`config.mk`:
```
export PLATFORM = sky130hd
export DESIGN_NAME = numbers_scheduler_flat
export DESIGN_NICKNAME = d
export VERILOG_FILES = /design/src/rtl/numbers_scheduler_pkg.sv /design/src/rtl/numbers_scheduler_if.sv /design/src/rtl/numbers_frame_tick.sv /design/src/rtl/numbers_scheduler.sv /design/src/flat_wrapper.sv
export SDC_FILE = /design/constraint.sdc
export NUM_CORES = 1
export LEC_CHECK = 0
export CELL_PAD_IN_SITES_DETAIL_PLACEMENT = 1
export CELL_PAD_IN_SITES_GLOBAL_PLACEMENT = 1
export CORE_ASPECT_RATIO = 1.4
export CORE_MARGIN = 4
export CORE_UTILIZATION = 40
export DETAILED_ROUTE_END_ITERATION = 8
export PLACE_DENSITY = 0.8
export SYNTH_ARGS = -nofsm -noshare
export SYNTH_HDL_FRONTEND = slang
export SYNTH_HIERARCHICAL = 1
export SYNTH_SLANG_ARGS = --single-unit
```
`constraint.sdc`:
```
create_clock -name clk -period 6.8 [get_ports clk]
set_input_delay 0.68 -clock clk [delete_from_list [all_inputs] [get_ports clk]]
set_output_delay 0.68 -clock clk [all_outputs]
set_load 0.02 [all_outputs]
```
`src/rtl/numbers_scheduler_pkg.sv`:
```
// Shared definitions for the numbers sprite: screen geometry, colours, FSM
// states and the per-axis bounce arithmetic.
package numbers_pkg;

  localparam int COORD_W        = 10;
  localparam int H_ACTIVE       = 640;
  localparam int V_ACTIVE       = 480;
  localparam int WIDTH_NUMBERS  = 21;
  localparam int HEIGHT_NUMBERS = 23;

  typedef logic [11:0] colour_t;
  localparam colour_t BLACK  = 12'h000;
  localparam colour_t BLUE   = 12'h00F;
  localparam colour_t GREEN  = 12'h0F0;
  localparam colour_t RED    = 12'hF00;
  localparam colour_t YELLOW = 12'hFF0;
  localparam colour_t WHITE  = 12'hFFF;

  typedef enum logic [1:0] {
    ST_IDLE,
    ST_RUN,
    ST_STEP_ARMED
  } sched_state_t;

  typedef struct packed {
    logic [COORD_W-1:0] pos;
    logic               dir;
    logic               hit;
  } axis_result_t;

  // One move along one axis; clamps at 0 and at limit and flips direction there.
  function automatic axis_result_t move_axis(input logic [COORD_W-1:0] pos,
                                             input logic               dir,
                                             input logic [3:0]         speed,
                                             input logic [COORD_W-1:0] limit);
    axis_result_t       res;
    logic signed [10:0] w_sum;
    logic signed [10:0] w_diff;
    w_sum  = $signed({1'b0, pos}) + $signed({7'b0, speed});
    w_diff = $signed({1'b0, pos}) - $signed({7'b0, speed});
    res.pos = pos;
    res.dir = dir;
    res.hit = 1'b0;
    if (dir && (w_sum > $signed({1'b0, limit}))) begin
      res.pos = limit;
      res.dir = 1'b0;
      res.hit = 1'b1;
    end else if (!dir && (w_diff < 11'sd0)) begin
      res.pos = '0;
      res.dir = 1'b1;
      res.hit = 1'b1;
    end else if (dir) begin
      res.pos = w_sum[COORD_W-1:0];
    end else begin
      res.pos = w_diff[COORD_W-1:0];
    end
    return res;
  endfunction

endpackage

```
`src/rtl/numbers_scheduler_if.sv`:
```
// Pixel-counter inputs, motion controls and sprite outputs of the scheduler.
interface numbers_if;
  import numbers_pkg::*;

  logic [COORD_W-1:0] x_px;
  logic [COORD_W-1:0] y_px;
  logic               run;
  logic               step;
  logic [COORD_W-1:0] x_numbers;
  logic [COORD_W-1:0] y_numbers;
  logic [2:0]         number;
  logic               hit;
  logic               moving;

  modport master (
    output x_px, y_px, run, step,
    input  x_numbers, y_numbers, number, hit, moving
  );

  modport slave (
    input  x_px, y_px, run, step,
    output x_numbers, y_numbers, number, hit, moving
  );

endinterface

```
`src/rtl/numbers_frame_tick.sv`:
```
// One-cycle pulse when the pixel counters first arrive at the target coordinate;
// holding that coordinate for several clocks still gives a single pulse.
module numbers_frame_tick
  import numbers_pkg::*;
#(
  parameter int X_TARGET = H_ACTIVE - 1,
  parameter int Y_TARGET = V_ACTIVE - 1
) (
  input  logic               clk,
  input  logic               clr,
  input  logic [COORD_W-1:0] i_x_px,
  input  logic [COORD_W-1:0] i_y_px,
  output logic               o_tick
);

  localparam logic [COORD_W-1:0] X_T = COORD_W'(X_TARGET);
  localparam logic [COORD_W-1:0] Y_T = COORD_W'(Y_TARGET);

  logic [COORD_W-1:0] r_prev_x;
  logic [COORD_W-1:0] r_prev_y;
  logic               w_at_target;
  logic               w_prev_at_target;

  always_ff @(posedge clk) begin
    if (clr) begin
      r_prev_x <= '0;
      r_prev_y <= '0;
    end else begin
      r_prev_x <= i_x_px;
      r_prev_y <= i_y_px;
    end
  end

  assign w_at_target      = (i_x_px == X_T) && (i_y_px == Y_T);
  assign w_prev_at_target = (r_prev_x == X_T) && (r_prev_y == Y_T);
  assign o_tick           = w_at_target && !w_prev_at_target;

endmodule

```
`src/rtl/numbers_scheduler.sv`:
```
// Bounces the numbers sprite around the active area once per frame tick and
// advances the displayed digit on every wall hit; all outputs registered.
module numbers_scheduler
  import numbers_pkg::*;
#(
  parameter int X_INIT          = 100,
  parameter int Y_INIT          = 100,
  parameter int SPEED           = 2,
  parameter int FRAMES_PER_MOVE = 1
) (
  input  logic     clk,
  input  logic     clr,
  numbers_if.slave bus
);

  localparam logic [COORD_W-1:0] X_LIMIT  = COORD_W'(H_ACTIVE - WIDTH_NUMBERS);
  localparam logic [COORD_W-1:0] Y_LIMIT  = COORD_W'(V_ACTIVE - HEIGHT_NUMBERS);
  localparam logic [COORD_W-1:0] X_START  = COORD_W'(X_INIT);
  localparam logic [COORD_W-1:0] Y_START  = COORD_W'(Y_INIT);
  localparam logic [3:0]         SPEED_L  = 4'(SPEED);
  localparam logic [7:0]         CNT_LAST = 8'(FRAMES_PER_MOVE - 1);

  sched_state_t       r_state;
  logic [7:0]         r_frame_cnt;
  logic [COORD_W-1:0] r_x;
  logic [COORD_W-1:0] r_y;
  logic               r_dx;
  logic               r_dy;
  logic [2:0]         r_number;
  logic               r_hit;
  logic               r_moving;

  logic               w_tick;
  logic               w_move;
  axis_result_t       w_x_res;
  axis_result_t       w_y_res;

  numbers_frame_tick u_frame_tick (
    .clk    (clk),
    .clr    (clr),
    .i_x_px (bus.x_px),
    .i_y_px (bus.y_px),
    .o_tick (w_tick)
  );

  // A stepped move ignores the frame counter; a running move waits for it.
  always_comb begin
    w_move  = 1'b0;
    w_x_res = move_axis(r_x, r_dx, SPEED_L, X_LIMIT);
    w_y_res = move_axis(r_y, r_dy, SPEED_L, Y_LIMIT);
    if (w_tick) begin
      if (r_state == ST_STEP_ARMED)
        w_move = 1'b1;
      else if ((r_state == ST_RUN) && (r_frame_cnt == CNT_LAST))
        w_move = 1'b1;
    end
  end

  always_ff @(posedge clk) begin
    if (clr) begin
      r_state     <= ST_IDLE;
      r_frame_cnt <= '0;
      r_x         <= X_START;
      r_y         <= Y_START;
      r_dx        <= 1'b1;
      r_dy        <= 1'b1;
      r_number    <= '0;
      r_hit       <= 1'b0;
      r_moving    <= 1'b0;
    end else begin
      r_hit <= 1'b0;
      if (w_move) begin
        r_x  <= w_x_res.pos;
        r_dx <= w_x_res.dir;
        r_y  <= w_y_res.pos;
        r_dy <= w_y_res.dir;
        // A corner hit clamps both axes but counts as one bounce.
        if (w_x_res.hit || w_y_res.hit) begin
          r_hit    <= 1'b1;
          r_number <= r_number + 3'd1;
        end
      end

      unique case (r_state)
        ST_IDLE: begin
          if (bus.run) begin
            r_state     <= ST_RUN;
            r_frame_cnt <= '0;
            r_moving    <= 1'b1;
          end else if (bus.step) begin
            r_state  <= ST_STEP_ARMED;
            r_moving <= 1'b1;
          end
        end
        ST_RUN: begin
          if (w_tick)
            r_frame_cnt <= (r_frame_cnt == CNT_LAST) ? 8'd0 : r_frame_cnt + 8'd1;
          if (!bus.run) begin
            r_state  <= ST_IDLE;
            r_moving <= 1'b0;
          end
        end
        ST_STEP_ARMED: begin
          if (bus.run) begin
            r_state     <= ST_RUN;
            r_frame_cnt <= '0;
          end else if (w_tick) begin
            r_state  <= ST_IDLE;
            r_moving <= 1'b0;
          end
        end
        default: begin
          r_state  <= ST_IDLE;
          r_moving <= 1'b0;
        end
      endcase
    end
  end

  assign bus.x_numbers = r_x;
  assign bus.y_numbers = r_y;
  assign bus.number    = r_number;
  assign bus.hit       = r_hit;
  assign bus.moving    = r_moving;

endmodule

```
`src/flat_wrapper.sv`:
```
// flat-port wrapper written by rule: the top's interface ports become plain ports
module numbers_scheduler_flat import numbers_pkg::*;
#(
  parameter int X_INIT          = 100,
  parameter int Y_INIT          = 100,
  parameter int SPEED           = 2,
  parameter int FRAMES_PER_MOVE = 1
)
  (clk, clr, bus_x_px, bus_y_px, bus_run, bus_step, bus_x_numbers, bus_y_numbers, bus_number, bus_hit, bus_moving);
  numbers_if bus_i ();
  input  logic clk;
  input  logic clr;
  input wire logic [$bits(bus_i.x_px)-1:0] bus_x_px;
  input wire logic [$bits(bus_i.y_px)-1:0] bus_y_px;
  input wire logic [$bits(bus_i.run)-1:0] bus_run;
  input wire logic [$bits(bus_i.step)-1:0] bus_step;
  output wire logic [$bits(bus_i.x_numbers)-1:0] bus_x_numbers;
  output wire logic [$bits(bus_i.y_numbers)-1:0] bus_y_numbers;
  output wire logic [$bits(bus_i.number)-1:0] bus_number;
  output wire logic [$bits(bus_i.hit)-1:0] bus_hit;
  output wire logic [$bits(bus_i.moving)-1:0] bus_moving;
  assign bus_i.x_px = bus_x_px;
  assign bus_i.y_px = bus_y_px;
  assign bus_i.run = bus_run;
  assign bus_i.step = bus_step;
  assign bus_x_numbers = bus_i.x_numbers;
  assign bus_y_numbers = bus_i.y_numbers;
  assign bus_number = bus_i.number;
  assign bus_hit = bus_i.hit;
  assign bus_moving = bus_i.moving;
  numbers_scheduler #(.X_INIT(X_INIT), .Y_INIT(Y_INIT), .SPEED(SPEED), .FRAMES_PER_MOVE(FRAMES_PER_MOVE)) u_core (.clk(clk), .clr(clr), .bus(bus_i));
endmodule
```
==> results of run 1 <==
[layer usage]
layer / track usage, % / up-vias
met1: 22.47 / 1561
met4: 8.976 / 0
met2: 34.49 / 52
met5: 0 / -
met3: 3.246 / 15
li1: - / 1524
[worst max-delay path, stage by stage, from the launching register on]
cell      delay, ps
dfxtp_1         570
ha_1            420
xnor2_1         170
a21oi_1         100
o31ai_1         420
o21ai_1         400
or3_1           450
o311ai_1        240
[per-stage QoR]
step | area [sq um] | hold slack, ps
after global routing | 4088 | 528.9
final | 4088 | 499.7
after global placement | 3769 | 497.9
after detailed placement | 3769 | 493.4
after CTS | 4088 | 502.3
after floorplan | 3359 | 461.9
[cell usage in the layout, fill, tap and decap left out, types with 13 or more instances in the layout]
cell type	Yosys	routed
a21oi_1	26	26
clkdlybuf4s50_1	0	47
dfxtp_1	57	57
nand2_1	26	26
nand3_1	19	19
nand4b_1	13	13
nor2_1	25	25
nor2b_1	24	24
o21ai_0	20	20
[state kept, by name, summed over array words and instances, names as in the netlist, 2 cells and up]
register and flops:
u_core/u_frame_tick/r_prev_y 10, u_core/bus.y_numbers 10, u_core/bus.x_numbers 10, u_core/u_frame_tick/r_prev_x 10
u_core/bus.number 3, u_core/r_state 2, u_core/r_frame_cnt 8
[power by group]
part           total [uW]  switching [uW]  internal (uW)
logic                50.8            23.5           27.3
clock network         479             152            327
registers             353            7.95            345
total                 883             183            699
[worst max path at each step]
stage	slack, ps	depth (start not counted)	to	start
CTS	3890	8	u_core/r_dx	u_core/bus.x_numbers[1]
detailed placement	3790	9	u_core/bus.y_numbers[7]	bus_y_px[7]
finish	3910	7	u_core/bus.number[2]	u_core/bus.y_numbers[1]
global route	3610	8	u_core/r_dx	u_core/bus.x_numbers[1]
global placement	3880	7	u_core/bus.x_numbers[9]	bus_y_px[5]
floorplan	4500	9	u_core/bus.x_numbers[8]	u_core/bus.x_numbers[1]
[area by class of cell]
class / count / area, sq um / area share (%)
sequential: 57 / 1141 / 27.92
clock buffer: 10 / 239.0 / 5.846
multi-input combinational: 302 / 1976 / 48.33
clock inverter: 5 / 80.08 / 1.959
timing repair buffer: 49 / 483.0 / 11.82
inverter: 11 / 41.29 / 1.010
tap: 102 / 127.6 / 3.122
[logic make-up (layout without fill, tap and decap cells)]
logic type	Yosys count	count (layout)
flip-flops	57	57
XOR/XNOR	13	13
multiplexers	5	5
AO/OA/AOI/OAI	91	91
adder cells (fa/ha/maj)	9	9
AND/OR/NAND/NOR	184	184
buffers and inverters	43	75
==> results.md, run 1 <==
* Outcome: finished clean
* Hold Crit Start: u_core/r_frame_cnt[1]
* Crit-path max FO at 13
* Cell count after placement at 521
* CP Data Required Time at 7020 ps
* GPL Wtd Cong at 0.7676
* WP data arrival at 3110 ps
* PortBufs at 48
* Synth Warn # at 6
* Initial antenna violation count at 0
* Netlist cell types at 70
* Post-CTS Setup Bufs at 0
* Final setup fails at 0
* Type of the worst min-delay path: reg -> reg
* Drc violations at 0
* Total CTS buffers at 9
* Drt first-iter violations at 118
* Cts hold-fix bufs at 0
* Largest net degree at the start of global routing at 61
* Top post-synthesis cells by area: dfxtp_1, nor2b_1, a21oi_1, nand4b_1, ha_1
* Root Buffer: clkbuf_16
* Via count at 3,152
* H-tree levels at 3
* Num ports at 49
* Post-DP HPWL at 6.557 mm
* Crit Reg-Reg Endpoint: u_core/bus.number[2]
* Main combinational cell family by area after synthesis: simple AND/OR/NAND/NOR gates
* Asr flop ratio synth at 0%
* Place WS at 3794 ps
* CTS Buffer Depth at 2
* Crit. End Element: flip-flop
* Highest metal used: met4
* PwrDens at 215.9 nW/um^2
* Hold Path End: u_core/r_frame_cnt[1]
* R2r startpoint: u_core/bus.y_numbers[1]
* Seq cells post-synth at 57
* FILL cells at 977
* CP Class: reg -> reg
* Post-synthesis simple-gate area fraction at 32.66%
* Fin worst setup slack at 3912 ps
* Gr usage total at 19.34%
* Clk slew on worst S/H paths at 50 ps
* Hold Fails Final Rpt at 0
* First-pass GRT wire length at 15.49 mm
* Diode count at 0
* Maximum VDD drop at 0.1051 mV
* EDFF count, synth at 0
* Clk sinks at 57
* Die area at 9950 sq um
* Fin Setup TNS at 0 ps
* Critical path launch point type: flip-flop
* XOR/XNOR Fraction of Synth Area at 3.389%
* Clock Latency Late Sink at 320 ps
* Max Clk Rate at 346.3 MHz
* Placeable core area at 8198 sq um
* Drt via density at 5.881
* Power, Total at 882.6 uW
* Slew margin rel. at 30.10%
* Commonest register cell after synthesis: dfxtp_1
* Yosys top cell by area: dfxtp_1
* Avg WL per Cell at 17.25 microns
* Synthesized cell area at 3359 sq um
* First-pass iteration count of the detailed router at 4
* Unrepaired setup endpoints after global routing: no
* Syn_area_per_cell at 8.357 sq um
* Effective utilization at floorplan at 40.98%
* Site row count at 39
* Final WL at 9.244 mm
* Number of global-route vias before repair at 3,210
* Reg2Reg Depth at 7
* Met2 Wirelength at 4.967 mm
* CTS tree: yes
* WL met1 at 3.844 mm
* Flop-to-flop setup slack at 3910 ps
* Mux share of post-synthesis cell area at 1.527%
* Leakage power at 0.001372 uW
* Setup Skew at 3.704 ps
* Post-layout util at 49.86%
* Commonest cells post-synth: dfxtp_1, a21oi_1, nand2_1, nor2_1, nor2b_1
* Sequential area share after synthesis at 33.97%
* Congestion Overflow GR at 0
* Post-route clock period utilization at 42.46%
* Max-slew violations at 0
* Fin nets at 463
* Die Width at 85.46 microns
* Cts repair resizes at 0
* Post-detailed-route count of antenna-violating nets at 0
* Max cap viols at 0
* Final period demand of the worst path at 2888 ps
* Die Y at 116.4 microns
* Area share of fa/ha/maj cells after synthesis at 3.352%
* Worst Tran Pin Value at 1048 ps
* Post-synth top area share at 33.97%
* Layout area overhead at 21.68%
* Compound-Gate Fraction of Synth Area at 17.88%
* Post-synthesis cell count at 402
* Count leader, synth: dfxtp_1
* Syn nets at 435
* DR WL met3 at 234 microns
* Ratio of cells with drive above 1 in the final layout at 8.525%
* Hold depth at 2
* Final instance count without filler cells at 536
Note: power is estimated with default switching activity, not from simulation.
==> inputs of run 2 (changes only) <==
==> constraint.sdc (replaced) <==
create_clock -name clk -period 2.9 [get_ports clk]
set_input_delay 0.29 -clock clk [delete_from_list [all_inputs] [get_ports clk]]
set_output_delay 0.29 -clock clk [all_outputs]
set_load 0.02 [all_outputs]
==> results.md, run 2 (synthesis results as in run 1) <==
* Congestion Overflow GR at 0
* Total CTS buffers at 9
* Clk slew on worst S/H paths at 50 ps
* Crit. End Element: flip-flop
* Clock Latency Late Sink at 320 ps
* Root Buffer: clkbuf_16
* Critical path's largest stage delay at 480 ps
* CP Data Required Time at 3120 ps
* Die area at 9950 sq um
* CTS tree: yes
* CP cell instances: ha_1 -> xnor2_1 -> a21oi_1 -> o31ai_1 -> o21ai_1 -> or3_1 -> o311ai_1
* Drc violations at 0
* PwrDens at 489.9 nW/um^2
* Cell internal pwr at 1606 uW
* Avg WL per Cell at 17.65 microns
* Fin nets at 470
* Max-slew violations at 0
* Post-layout util at 50.63%
* Crit. Startpoint: u_core/bus.y_numbers[1]
* Post-detailed-route count of antenna-violating nets at 0
* GPL Wtd Cong at 0.8584
* Place WS at 280.5 ps
* Most common cell after layout, fill and taps aside: dfxtp_1
* Via count at 3,179
* Commonest non-fill, non-tap cells in the layout: dfxtp_1, clkdlybuf4s50_1, nand2_1, a21oi_1, nor2_1
* Net Sw Frac at 21.03%
* Cts hold-fix bufs at 0
* Max Clk Rate at 384.0 MHz
* Maximum VDD drop at 0.3526 mV
* Site row count at 39
* Cts repair resizes at 0
* Effective utilization at floorplan at 40.98%
* Hold Crit Start: u_core/bus.y_numbers[0]
* CP Class: reg -> reg
* First-pass GRT wire length at 16.24 mm
* Net switching power at 427.6 uW
* Placeable core area at 8198 sq um
* Number of global-route vias before repair at 3,308
* FILL cells at 990
* Hold Fails Final Rpt at 0
* Drt first-iter violations at 103
* WP data arrival at 2820 ps
* Type of the worst min-delay path: reg -> reg
* Final setup fails at 0
* Post-DP HPWL at 6.912 mm
* First-pass iteration count of the detailed router at 4
* Layout area overhead at 23.54%
* Reg power frac at 40.7%
* Initial antenna violation count at 0
* Final WL at 9.600 mm
* R2r startpoint: u_core/bus.y_numbers[1]
* Gr usage total at 20.36%
* H-tree levels at 3
* Clk sinks at 57
* Ratio of cells with drive above 1 in the final layout at 10.18%
* Setup Skew at 4.880 ps
* Die Width at 85.46 microns
* PortBufs at 48
* Final instance count without filler cells at 544
* Logic pwr share at 6.1%
* Worst Tran Pin Value at 1057 ps
* Fin worst setup slack at 295.8 ps
* Fin Setup TNS at 0 ps
* Slew margin rel. at 29.51%
* Critical path's slowest cell: o31ai_1
* Outcome: finished clean
* Post-route clock period utilization at 89.80%
* Num ports at 49
* Max cap viols at 0
* Clock power share at 53.2%
* Final period demand of the worst path at 2604 ps
* Unrepaired setup endpoints after global routing: no
* Crit-path max FO at 9
* Die Y at 116.4 microns
* Post-CTS Setup Bufs at 0
* Critical path launch point type: flip-flop
* Diode count at 0
* Largest net degree at the start of global routing at 61
* Cell count after placement at 528
* CTS Buffer Depth at 2
* Drt via density at 5.844
* Leakage power at 0.001411 uW
run 2: area by class of cell:
cell class / count / area [sq um] / area share, %
multi-input combinational: 302 / 1976 / 47.60
sequential: 57 / 1141 / 27.49
timing repair buffer: 56 / 548.0 / 13.20
clock buffer: 12 / 266.5 / 6.421
tap: 102 / 127.6 / 3.075
clock inverter: 4 / 50.05 / 1.206
inverter: 11 / 41.29 / 0.9949
run 2: layer usage:
metal | wire length, microns | GRT usage, % | vias to the layer above
met5 | 0 | 0 | -
met4 | 129 | 7.497 | 0
met3 | 265 | 3.670 | 10
met2 | 5242 | 37.76 | 52
met1 | 3962 | 23.08 | 1579
li1 | - | - | 1538
run 2: worst paths after layout:
path                              to  slack (ps)  cells past startpoint
max             u_core/bus.number[2]         300                      7
min          u_core/bus.y_numbers[0]         500                      2
max reg2reg     u_core/bus.number[2]         300                      7
min reg2reg  u_core/bus.y_numbers[0]         500                      2
run 2: metrics by stage:
stage / cell area (sq um) / hold slack (ps) / power, uW
final: 4150 / 500.0 / 2033
after global routing: 4150 / 531.6 / 2118
after CTS: 4150 / 500.1 / 2059
after detailed placement: 3834 / 493.3 / 965.3
after global placement: 3834 / 483.4 / 959.9
after floorplan: 3359 / 368.7 / 901.4
run 2: critical path: cells and delay by family, from the launching register on:
kind	cells	cell delay (ps)
adder cells (fa/ha/maj)	1	350
AO/OA/AOI/OAI	4	1180
AND/OR/NAND/NOR	1	410
flip-flops	1	400
XOR/XNOR	1	170
run 2: power groups by stage:
| stage | registers (uW) | clock network [uW] | logic [uW] |
|---|---|---|---|
| CTS | 827 | 1110 | 124 |
| global placement | 842 | 0 | 118 |
| finish | 828 | 1080 | 123 |
| floorplan | 841 | 0 | 59.9 |
| detailed placement | 843 | 0 | 122 |
| global route | 830 | 1150 | 136 |
==> inputs of run 3 (changes only) <==
==> constraint.sdc (replaced) <==
create_clock -name clk -period 2.4 [get_ports clk]
set_input_delay 0.24 -clock clk [delete_from_list [all_inputs] [get_ports clk]]
set_output_delay 0.24 -clock clk [all_outputs]
set_load 0.02 [all_outputs]
==> results.md, run 3 (synthesis results as in run 1) <==
* GPL Wtd Cong at 0.8355
* Final setup fails at 0
* GRT Max-Usage Layer: met2
* Fin worst setup slack at 147.8 ps
* Post-route clock period utilization at 93.84%
* Die Y at 116.4 microns
* Fin nets at 499
* WP data arrival at 2450 ps
* Final period demand of the worst path at 2252 ps
* Grt met2 use at 39.68%
* Hold Fails Final Rpt at 0
* Post-DP HPWL at 7.307 mm
* Site row count at 39
* Gr usage total at 21.19%
* H-tree levels at 3
* Final WL at 10.19 mm
* Critical path launch point type: flip-flop
* Slew margin rel. at 29.84%
* Layout area overhead at 31.25%
* Maximum VDD drop at 0.3775 mV
* Clock Latency Late Sink at 320 ps
* Most common cell after layout, fill and taps aside: dfxtp_1
* Place WS at -59.62 ps
* Number of global-route vias before repair at 3,528
* Effective utilization at floorplan at 40.98%
* CTS Buffer Depth at 2
* Drc violations at 0
* Max-slew violations at 0
* Post-layout util at 53.79%
* Critical path's slowest cell: dfxtp_1
* Hold Worst Slack at 512.9 ps
* CP cell instances: inv_1 -> ha_1 -> a31oi_2 -> nor4_2 -> o32ai_2 -> a21oi_2 -> buf_4 -> nand2_1 -> a221o_1
* Die area at 9950 sq um
* Setup Skew at 6.276 ps
* CP top delay family: compound AO/OA/AOI/OAI gates
* Unrepaired setup endpoints after global routing: yes
* Ratio of cells with drive above 1 in the final layout at 16.77%
* Met3 GRT Util at 3.035%
* Avg WL per Cell at 17.77 microns
* Largest net degree at the start of global routing at 61
* Worst Tran Pin Value at 1052 ps
* Diode count at 0
* First-pass GRT wire length at 16.96 mm
* Outcome: finished clean
* Critical path's largest stage delay at 380 ps
* Type of the worst min-delay path: reg -> reg
* Post-detailed-route count of antenna-violating nets at 0
* Clk slew on worst S/H paths at 50 ps
* Max Clk Rate at 444.0 MHz
* Power, Total at 2513 uW
* Cts hold-fix bufs at 0
* Total CTS buffers at 9
* CP bufs+invs at 2
* Crit-path max FO at 8
* Via count at 3,327
* Die Width at 85.46 microns
* Num ports at 49
* PortBufs at 48
* Drt first-iter violations at 172
* CP Data Required Time at 2600 ps
* Root Buffer: clkbuf_16
* Max cap viols at 0
* Clk sinks at 57
* Leakage power at 0.001567 uW
* CP Class: reg -> reg
* First-pass iteration count of the detailed router at 4
* Commonest non-fill, non-tap cells in the layout: dfxtp_1, clkdlybuf4s50_1, buf_4
* Crit. End Element: flip-flop
* Drt via density at 5.806
* GR Util met1 at 23.33%
* Placeable core area at 8198 sq um
* Initial antenna violation count at 0
* PwrDens at 569.9 nW/um^2
* Congestion Overflow GR at 0
* CTS tree: yes
-- run 3: changes by cell type in the layout (fill, tap and decap cells not counted), sizes merged --
cell / before / now
clkbuf: 12 / 11
buf: 9 / 38
clkinv: 1 / 3
clkinvlp: 2 / 0
bufinv: 1 / 2
-- run 3: layout make-up --
| cell class | instances | area, sq um |
|---|---|---|
| Clock buffer | 11 | 242.7 |
| Tap cell | 102 | 127.6 |
| Sequential cell | 57 | 1141 |
| Timing Repair Buffer | 85 | 769.5 |
| Clock inverter | 5 | 78.83 |
| Fill cell | 968 | 3789 |
| Inverter | 11 | 41.29 |
| Multi-Input combinational cell | 302 | 2008 |
-- run 3: worst reg2reg max path, cell delays in order, from the launching register on --
cell	delay (ps)
dfxtp_1	380
inv_1	80
ha_1	330
a31oi_2	60
nor4_2	300
o32ai_2	140
a21oi_2	250
buf_4	210
nand2_1	90
a221o_1	300
-- run 3: what timing repair did --
item                       CTS  global route
buffers inserted             0             1
setup endpoints to repair    3            20
pin swaps                    0             1
gates resized for setup      2             6
-- run 3: power breakdown --
group	total [uW]	internal, uW	switching [uW]
registers	992	977	15.8
clock network	1360	934	424
logic	163	85.2	77.9
total	2510	2000	518
-- run 3: worst paths after layout --
check	from	endpoint	slack, ps	cells past startpoint
worst max-delay path	u_core/bus.x_numbers[2]	u_core/r_dx	150	9
worst min register to register	u_core/r_frame_cnt[1]	u_core/r_frame_cnt[1]	510	2
worst min-delay path	u_core/r_frame_cnt[1]	u_core/r_frame_cnt[1]	510	2
worst max register to register	u_core/bus.x_numbers[2]	u_core/r_dx	150	9
-- run 3: through the flow --
stage	setup TNS (ps)	cells	cell area (sq um)
after floorplan	0	402	3359
after global placement	0	556	4044
after detailed placement	-88.92	556	4044
after CTS	0	572	4375
after global routing	-12.86	573	4409
final	0	573	4409
-- run 3: metal layers --
layer  part of all wire [%]  up-vias  wire [microns]
met5                      0        -               0
met4                    2.3        0             233
met3                    2.8       21             281
met2                     54       65            5535
met1                     41     1649            4135
li1                       -     1592               -
